--- src/rtl/welford_window_scheduler.sv ---
// welford_window_scheduler
// Shares one Welford variance engine between NUM_CH sample channels. Each grant
// covers a whole window: clear the engine, stream WIN_LEN samples, wait for
// done, hand back the tagged variance, then re-arbitrate round-robin.
// Optional feature macro: WVS_TIMEOUT_EN (DRAIN watchdog, sticky err_to).
module welford_window_scheduler #(
  parameter int unsigned NUM_CH  = 4,
  parameter int unsigned CH_W    = 2,
  parameter int unsigned WIN_LEN = 128,
  parameter int unsigned DONE_TO = 64
) (
  input  logic                   clk,
  input  logic                   rst,
  input  logic [NUM_CH*16-1:0]   in_data,
  input  logic [NUM_CH-1:0]      in_valid,
  output logic [NUM_CH-1:0]      in_ready,
  output logic                   eng_clr,
  output logic                   eng_valid,
  output logic [15:0]            eng_data,
  input  logic                   eng_done,
  input  logic [31:0]            eng_result,
  output logic                   res_valid,
  input  logic                   res_ready,
  output logic [31:0]            res_data,
  output logic [CH_W-1:0]        res_ch,
  output logic                   busy,
  output logic                   err_to
);

  typedef enum logic [2:0] {IDLE, ARB, CLEAR, STREAM, DRAIN, REPORT} state_t;

  localparam int unsigned CNT_W = $clog2(WIN_LEN);

  if (CH_W != $clog2(NUM_CH) || NUM_CH < 2 || WIN_LEN < 2 || DONE_TO < 1) begin : g_bad_cfg
    $error("welford_window_scheduler: inconsistent parameters");
  end

  state_t            state, state_nxt;
  logic [CH_W-1:0]   rr_ptr, cur_ch, grant, grant_inc;
  logic [CNT_W-1:0]  cnt;
  logic [15:0]       sample;
  logic              found, xfer, last, to_hit;
  int unsigned       idx;

  // Round-robin search: first requesting channel at or above rr_ptr, with wrap
  always_comb begin
    grant = '0;
    found = 1'b0;
    idx   = 0;
    for (int unsigned k = 0; k < NUM_CH; k++) begin
      idx = 32'(rr_ptr) + k;
      if (idx >= NUM_CH) idx = idx - NUM_CH;
      if (!found && in_valid[idx]) begin
        found = 1'b1;
        grant = CH_W'(idx);
      end
    end
  end

  assign grant_inc = (grant == CH_W'(NUM_CH - 1)) ? '0 : grant + 1'b1;

  // Granted-channel sample mux and one-hot ready while streaming
  always_comb begin
    sample   = '0;
    in_ready = '0;
    for (int unsigned i = 0; i < NUM_CH; i++) begin
      if (cur_ch == CH_W'(i)) begin
        sample      = in_data[16*i +: 16];
        in_ready[i] = (state == STREAM);
      end
    end
  end

  assign xfer    = (state == STREAM) && |(in_valid & in_ready);
  assign last    = (cnt == CNT_W'(WIN_LEN - 1));
  assign eng_clr = (state == CLEAR);
  assign busy    = (state != IDLE);

  // State register
  always_ff @(posedge clk) begin
    if (rst) state <= IDLE;
    else     state <= state_nxt;
  end

  // Next-state logic
  always_comb begin
    state_nxt = state;
    case (state)
      IDLE:    if (|in_valid) state_nxt = ARB;
      ARB:     state_nxt = found ? CLEAR : IDLE;
      CLEAR:   state_nxt = STREAM;
      STREAM:  if (xfer && last) state_nxt = DRAIN;
      DRAIN: begin
        if (eng_done)    state_nxt = REPORT;
        else if (to_hit) state_nxt = ARB;
      end
      REPORT:  if (res_ready) state_nxt = ARB;
      default: state_nxt = IDLE;
    endcase
  end

  // Grant bookkeeping, window counter, engine strobe and result capture
  always_ff @(posedge clk) begin
    if (rst) begin
      rr_ptr    <= '0;
      cur_ch    <= '0;
      cnt       <= '0;
      eng_valid <= 1'b0;
      eng_data  <= '0;
      res_valid <= 1'b0;
      res_data  <= '0;
      res_ch    <= '0;
    end else begin
      eng_valid <= xfer;
      if (xfer) eng_data <= sample;
      case (state)
        ARB: begin
          if (found) begin
            cur_ch <= grant;
            rr_ptr <= grant_inc;
          end
        end
        CLEAR:  cnt <= '0;
        STREAM: if (xfer && !last) cnt <= cnt + 1'b1;
        DRAIN: begin
          if (eng_done) begin
            res_data  <= eng_result;
            res_ch    <= cur_ch;
            res_valid <= 1'b1;
          end
        end
        REPORT: if (res_ready) res_valid <= 1'b0;
        default: ;
      endcase
    end
  end

`ifdef WVS_TIMEOUT_EN
  localparam int unsigned TO_W = (DONE_TO > 1) ? $clog2(DONE_TO) : 1;

  logic [TO_W-1:0] to_cnt;
  logic            err_q;

  assign to_hit = (state == DRAIN) && !eng_done && (to_cnt == TO_W'(DONE_TO - 1));
  assign err_to = err_q;

  // DRAIN watchdog: counter held at 0 outside DRAIN, sticky error on expiry
  always_ff @(posedge clk) begin
    if (rst) begin
      to_cnt <= '0;
      err_q  <= 1'b0;
    end else if (state != DRAIN) begin
      to_cnt <= '0;
    end else if (!eng_done) begin
      if (to_hit) err_q  <= 1'b1;
      else        to_cnt <= to_cnt + 1'b1;
    end
  end
`else
  assign to_hit = 1'b0;
  assign err_to = 1'b0;
`endif

endmodule
--- config.mk ---
export PLATFORM = sky130hd
export DESIGN_NAME = welford_window_scheduler
export DESIGN_NICKNAME = d
export VERILOG_FILES = /design/src/rtl/welford_window_scheduler.sv
export SDC_FILE = /design/constraint.sdc
export NUM_CORES = 1
export LEC_CHECK = 0
export ABC_CLOCK_PERIOD_IN_PS = 3500
export CORE_MARGIN = 2
export CORE_UTILIZATION = 42
export DETAILED_ROUTE_END_ITERATION = 8
export GPL_TIMING_DRIVEN = 0
export PLACE_DENSITY_LB_ADDON = 0.05
export SYNTH_ARGS = -nofsm -noshare
export SYNTH_HDL_FRONTEND = slang
export SYNTH_SLANG_ARGS = --single-unit
--- constraint.sdc ---
create_clock -name clk -period 3.5 [get_ports clk]
set_clock_uncertainty 0.05 [all_clocks]
set_input_delay 0.7 -clock clk [delete_from_list [all_inputs] [get_ports clk]]
set_output_delay 0.7 -clock clk [all_outputs]
set_load 0.05 [all_outputs]
==> results.txt, run 1 <==
----------------------------------------------------
[Global routing]
  GR Overflow Total ... 0
  First-pass GRT wire length ... about 13 mm
  GRT Total Usage ... 21.9%
  Number of antenna violations at the first check in global routing ... 0
  Largest net degree at the start of global routing ... 14
  Vias in the first global route ... 2820

[Timing]
  Max frequency ... between 300 and 400 MHz
  Post-layout min period ... 3.09 ns
  Relative slew margins ... 61.1%
  Count of pins over their slew limit ... 0
  Slew at the pin with the worst max-slew slack ... 0.583 ns
  Hold Vio Cnt, Final ... 0
  Share of the clock period used by the worst path after layout ... 88.4%
  Total negative slack ... 0 ns
  Unrepaired setup endpoints after global routing ... false
  Count of endpoints failing setup in the final report ... 0

[Final layout]
  Final core utilization ... 72.2%
  Post-synthesis to final-layout area growth ... 66.4%
  Number of inserted diodes ... 0
  Fraction of layout cells with a size suffix above 1 ... 10.6%
  Final net count ... 590

[Floorplanning]
  Chip height ... 87.8 um
  Number of top-level pins ... 163
  Area of the die ... 0.00770 mm2
  Initial cell density of the core ... 43.4%
  Number of rows in the core area ... 30
  Area of the core ... approximately 0.0068 mm2
  Die width ... just under 90 um

[CTS]
  Number of sinks handled by clock tree synthesis ... 66
  H-tree Lvls ... 3
  TritonCTS Buffers ... 9
  Number of gates resized after cts ... 0
  Longest Clk Path Bufs ... 2
  CTS tree ... done
  Clock root cell ... clkbuf_8
  Post CTS Setup Buffer Count ... 0
  Post-CTS clock slew at the launch and capture registers of the worst setup and hold paths ... 0.08 ns
  Clock network latency to the later pin of the worst-skew pair ... about 0.34 ns
  Post-cts hold buffer count ... 0

[Power]
  Combinational fraction of design power ... 20.8%
  Power Internal ... 0.00140 W
  Switching Power ... about 0.00050 W
  Pwr/cell area ... 388 mW/mm2
  Switching share of power ... roughly a quarter
  Maximum vdd drop ... 0.000260 V
  Clock network fraction of design power ... 38.0%
  Seq pwr share ... 41.2%
  Leakage ... around 1.7 nW

[Worst hold path]
  Worst Hold Class ... flip-flop to flip-flop
  Startpoint of the tightest hold check path ... res_data[4]
  Number of cells traversed by the worst hold path ... 2
  Destination of the worst hold path ... res_data[4]

[Yosys]
  Area contributors post-synth ... dfxtp_1, mux4_2, nand2_1
  Share of async-settable or async-resettable flops after synthesis ... 0%
  Yosys reg bits ... 66
  Area share of the largest cell type after synthesis ... between 40 and 50%
  Top cell type by total area after synthesis ... dfxtp_1
  Number of synthesized flops with an enable pin ... 0
  Syn_nets ... between 400 and 500
  Post-synthesis sequential area ratio ... 44.8%
  Number of warnings reported in the yosys synthesis log ... 0
  Distinct cells, synth ... 45
  Synth Flop Type ... dfxtp_1
  Number of instances in the synthesized netlist ... 312
  Mean cell area of the mapped netlist ... 9.44 um2
  Combined area of all synthesized cells ... about 0.0029 mm2

[Routing]
  Routed length per instance ... between 10 and 15 um
  Iteration-0 DRC count of the detailed router ... 149
  Via count ... 2941
  DRC violation count after routing ... 0
  Iteration count of the initial detailed-routing pass ... 4
  Met2 wirelength from detailed routing ... 4.12 mm
  Total Wirelength ... 8.53 mm
  Avg Vias per Cell ... 5.03
  Max Used Layer ... met4
  M1 wire length ... 3.34 mm
  Detail Route Antenna Nets ... 0
  Detailed route wirelength on metal3 ... between 800 and 900 um

[Setup path]
  Register-to-Register Path Depth ... 4
  Arrival time at the worst endpoint ... about 2.3 ns
  Worst-case register-to-register setup slack ... 1.65 ns
  Start point of the critical path ... cur_ch[0]
  Reg2Reg Launch Point ... cur_ch[0]
  Worst-path maximum fanout ... 10
  Startpoint class of the critical path ... flip-flop
  Crit. End Element ... primary output
  Path type of the worst setup path ... flip-flop to primary output
  Endpoint of the lowest-slack register-to-register path ... eng_data[11]
  Critical path required time ... 2.75 ns

[Placement]
  Half-perimeter wire length of the detailed placement result ... 6.54 mm
  I/O Buffers ... 161
  Placer congestion estimate ... roughly 0.75

[Outcome]
  Outcome ... finished, final reports clean

[Job]
  Number of violations of the max-capacitance limit ... 0

----------------------------------------------------
-- cell usage after synthesis (2+ instances only) --
cell      count
clkbuf_1     11
dfxtp_1      66
nor3_1        2
nand2_1      75
o21ai_0       4
and3b_1       2
mux4_2       17
nand3_1       6
nand2b_1      2
or3_1         6
nor3b_1       2
nor2_1       11
o41ai_1       3
ha_1          2
buf_2         8
a22o_1       16
nor2b_1       3
o31ai_1       3
inv_1         5
a21oi_1      42
mux2i_1       2
-- cell families (layout without fill, tap and decap cells) --
family | Yosys count | after routing | share of synthesized area, %
adders and majority gates | 2 | 2 | 0.849
muxes | 19 | 19 | 13.7
other | 1 | 1 | 0.127
and+or+nand+nor | 118 | 118 | 18.3
DFF | 66 | 66 | 44.8
AOI/OAI and AO/OA | 78 | 78 | 17.5
buffers and inverters | 28 | 205 | 4.71
-- final cells by class --
class	instances	area [um2]
buffer	23	120
clock buffer	9	124
clock inverter	7	101
fill	543	1890
inverter	5	18.8
multi-input combinational	218	1490
sequential	66	1320
tap	96	120
timing repair buffer	161	1610
-- layer usage --
layer	global-route usage (%)	up-vias
li1	-	1463
met3	7.35	16
met2	36.7	114
met4	11.0	0
met5	0	-
met1	24.8	1348
-- per-stage QoR --
| step | setup WS, ns | power, W | hold slack (ns) | cell area, um2 | std cells |
|---|---|---|---|---|---|
| CTS | 0.352 | 0.00192 | 0.407 | 4900 | 585 |
| finish | 0.408 | 0.00190 | 0.405 | 4900 | 585 |
| floorplan | 0.843 | 0.00101 | 0.387 | 2950 | 312 |
| detailed placement | 0.730 | 0.00120 | 0.396 | 4680 | 569 |
| global placement | 0.739 | 0.00119 | 0.391 | 4680 | 569 |
| global route | 0.270 | 0.00197 | 0.427 | 4900 | 585 |
-- how the worst max path moves through the flow --
stage	slack (ns)	end
finish	0.41	in_ready[3]
global route	0.27	in_ready[3]
CTS	0.35	in_ready[3]
detailed placement	0.73	in_ready[3]
global placement	0.74	in_ready[3]
floorplan	0.84	in_ready[0]
-- state kept, by name (all words and copies together), names as in the netlist --
name / flops
res_data: 32
eng_data: 16
cnt: 7
state: 3
cur_ch: 2
res_ch: 2
rr_ptr: 2
eng_valid: 1
res_valid: 1
-- cell usage in the layout, fill, tap and decap left out, drive strengths merged, types with 2 or more instances in the layout --
cell           count
clkinv             2
nand2b             2
nand2             76
nor2              13
nor3b              2
nor2b              3
mux4              17
a22o              16
a21oi             42
nor3               2
o41ai              3
inv                6
ha                 2
nand3              6
bufinv             2
mux2i              2
buf               11
dfxtp             66
o211ai             2
clkbuf            21
or3                6
clkinvlp           2
clkdlybuf4s50    161
o21ai              4
and3b              2
o31ai              3
-- power by group through the flow --
stage	registers, W	clock network (W)	logic [W]
after floorplan	0.000823	0	0.000191
after global placement	0.000800	0	0.000391
after detailed placement	0.000800	0	0.000396
after CTS	0.000783	0.000735	0.000398
after global routing	0.000785	0.000765	0.000423
final	0.000783	0.000722	0.000395
-- critical path: stages (launching register included) --
cell	delay, ns
dfxtp_1	0.32
buf_6	0.13
clkbuf_1	0.46
and3_1	0.25
clkdlybuf4s50_1	0.84
No activity file was read; power rests on OpenSTA's default activity.
==> run 2, diff against run 1 <==
--- a/config.mk
+++ b/config.mk
@@ -8,6 +8,7 @@
 export ABC_CLOCK_PERIOD_IN_PS = 3500
 export CORE_MARGIN = 2
 export CORE_UTILIZATION = 42
+export CTS_CLUSTER_SIZE = 16
 export DETAILED_ROUTE_END_ITERATION = 8
 export GPL_TIMING_DRIVEN = 0
 export PLACE_DENSITY_LB_ADDON = 0.05
==> results of run 2 <==
The final DEF is identical to that of run 1; final timing and power are the same.
==> run 3, diff against run 2 <==
--- a/config.mk
+++ b/config.mk
@@ -6,6 +6,7 @@
 export NUM_CORES = 1
 export LEC_CHECK = 0
 export ABC_CLOCK_PERIOD_IN_PS = 3500
+export CORE_ASPECT_RATIO = 0.9
 export CORE_MARGIN = 2
 export CORE_UTILIZATION = 42
 export CTS_CLUSTER_SIZE = 16
==> run 3 against run 2 <==
  * Critical path depth is the same
  * First-iteration DRC count down 23%
  * Power up 3.4%
  * Wire length is 3.4% higher
  * Global-route usage up 1.1 points
  * Sequential power barely moved
  * Sequential cell count stayed put
  * Worst hold slack about the same
  * Die area about the same
  * Count of clock-buffer cells in the layout grew 1
  * Final cell count down 1.0%
  * Non-clock buffer count did not move
  * Critical path type unchanged
  * Largest cell class unchanged
==> results.txt, run 3 (synthesized netlist as in run 1, its figures left out) <==
----------------------------------------------------
[Outcome]
  Outcome ... finished, final reports clean

[Power]
  Clock network fraction of design power ... ~40%
  Switching Power ... 0.000479 W
  Leakage ... about 1.8 nW
  Switching share of power ... between 20% and 30%
  Power Internal ... 0.00149 W
  Combinational fraction of design power ... 20.1%
  Maximum vdd drop ... approximately 0.00032 V
  Total power of the final layout ... 0.00196 W
  Seq pwr share ... 39.8%
  Pwr/cell area ... 399 mW/mm2

[Worst hold path]
  Worst Hold Class ... flip-flop to flip-flop

[Placement]
  I/O Buffers ... around 160
  Placer congestion estimate ... 0.754
  Instance count after placement with tap cells included ... ~560
  Half-perimeter wire length of the detailed placement result ... ~6.8 mm

[Timing]
  Unrepaired setup endpoints after global routing ... false
  Post-layout min period ... 3.14 ns
  Count of endpoints failing setup in the final report ... 0
  Max frequency ... roughly 320 MHz
  Relative slew margins ... 57.8%
  Share of the clock period used by the worst path after layout ... 89.6%
  Count of pins over their slew limit ... 0
  Slew at the pin with the worst max-slew slack ... ~0.63 ns
  Hold Vio Cnt, Final ... 0
  Total negative slack ... 0 ns

[Setup path]
  Critical path required time ... about 2.8 ns
  Worst-path maximum fanout ... 10
  Slowest cell on the critical path ... clkdlybuf4s50_1
  Path type of the worst setup path ... flip-flop to primary output
  Arrival time at the worst endpoint ... between 2 and 2.5 ns
  Startpoint class of the critical path ... flip-flop
  Crit. End Element ... primary output
  Max incr delay on CP ... 0.85 ns
  CP cell instances ... buf_6, clkbuf_1, and3_1, clkdlybuf4s50_1

[Routing]
  Detail Route Antenna Nets ... 0
  Total Wirelength ... between 8 and 9 mm
  Iteration-0 DRC count of the detailed router ... ~120
  Iteration count of the initial detailed-routing pass ... 4
  Via count ... 3009
  Avg Vias per Cell ... 5.20
  Routed length per instance ... 15.2 um
  DRC violation count after routing ... 0

[Final layout]
  Non-Filler Instances ... 579
  Flip-flop count of the largest register after layout ... 32
  Largest regs ... res_data x32, eng_data x16, cnt x7
  Register with the most flip-flops ... res_data
  Number of inserted diodes ... 0
  Final net count ... 590
  Leading cell types in the layout, fill and taps excluded ... clkdlybuf4s50_1, nand2_1, dfxtp_1, a21oi_1, mux4_2
  Fraction of layout cells with a size suffix above 1 ... 10.6%
  Most frequent standard cell in the layout excluding fill and tap cells ... clkdlybuf4s50_1
  Post-synthesis to final-layout area growth ... 67.0%
  Final core utilization ... 73.5%

[CTS]
  H-tree Lvls ... 3
  Post-cts hold buffer count ... 0
  TritonCTS Buffers ... 9
  Post-CTS clock slew at the launch and capture registers of the worst setup and hold paths ... 0.07 ns
  Number of sinks handled by clock tree synthesis ... 66
  Number of gates resized after cts ... 0
  Longest Clk Path Bufs ... 2
  Post CTS Setup Buffer Count ... 0
  Clock network latency to the later pin of the worst-skew pair ... 0.34 ns
  CTS tree ... done
  Clock root cell ... clkbuf_8

[Floorplanning]
  Area of the die ... between 0.007 and 0.008 mm2
  Chip height ... 83.5 um
  Initial cell density of the core ... 44.0%
  Die width ... 92.3 um
  Number of rows in the core area ... 28
  Number of top-level pins ... 163
  Area of the core ... 0.00669 mm2

[Global routing]
  Number of antenna violations at the first check in global routing ... 0
  First-pass GRT wire length ... 14.0 mm
  GR Overflow Total ... 0
  Largest net degree at the start of global routing ... 13
  Vias in the first global route ... 2957
  GRT Total Usage ... 23.0%

[Job]
  Number of violations of the max-capacitance limit ... 0

----------------------------------------------------
## run 3: cell count changes in the layout (fill, tap and decap cells not counted), sizes merged
cell,before,now
bufinv,2,3
clkbuf,21,22
clkinvlp,2,0
## run 3: layer usage
layer,GRT usage [%],vias up,wire (um)
met5,0,-,0
met4,6.65,0,167
met3,8.58,18,562
met2,40.2,118,4430
met1,26.2,1416,3650
li1,-,1457,-
## run 3: through the flow
stage,worst slack [ns],hold WS (ns),instance area (um2)
floorplan,0.843,0.387,2950
global placement,0.725,0.391,4670
detailed placement,0.716,0.395,4670
CTS,0.332,0.408,4920
global route,0.199,0.424,4920
finish,0.365,0.406,4920
## run 3: final timing paths
path / start / slack, ns / depth (start not counted) / to
setup / recovery: cur_ch[0] / 0.36 / 4 / in_ready[3]
hold / removal: res_data[29] / 0.41 / 2 / res_data[29]
setup reg to reg: cur_ch[0] / 1.60 / 4 / eng_data[12]
hold reg to reg: res_data[29] / 0.41 / 2 / res_data[29]
## run 3: power by group through the flow
stage / sequential [W] / combinational [W] / clock (W)
4_1_cts: 0.000782 / 0.000398 / 0.000805
3_5_place_dp: 0.000800 / 0.000395 / 0
3_3_place_gp: 0.000799 / 0.000389 / 0
2_1_floorplan: 0.000823 / 0.000191 / 0
6_report: 0.000783 / 0.000395 / 0.000787
5_1_grt: 0.000785 / 0.000422 / 0.000846
## run 3: critical path, delay by kind of cell (launching register included)
family                 cells  cell delay [ns]
buffers and inverters      3             1.46
AND/OR/NAND/NOR            1             0.25
flip-flops                 1             0.33
## run 3: layout make-up
| type | count | area, um2 |
|---|---|---|
| Fill cell | 518 | 1770 |
| Tap cell | 90 | 113 |
| Clock inverter | 6 | 113 |
| Sequential cell | 66 | 1320 |
| Inverter | 5 | 18.8 |
| Clock buffer | 10 | 138 |
| Buffer | 23 | 120 |
| Multi-Input combinational cell | 218 | 1490 |
| Timing Repair Buffer | 161 | 1610 |
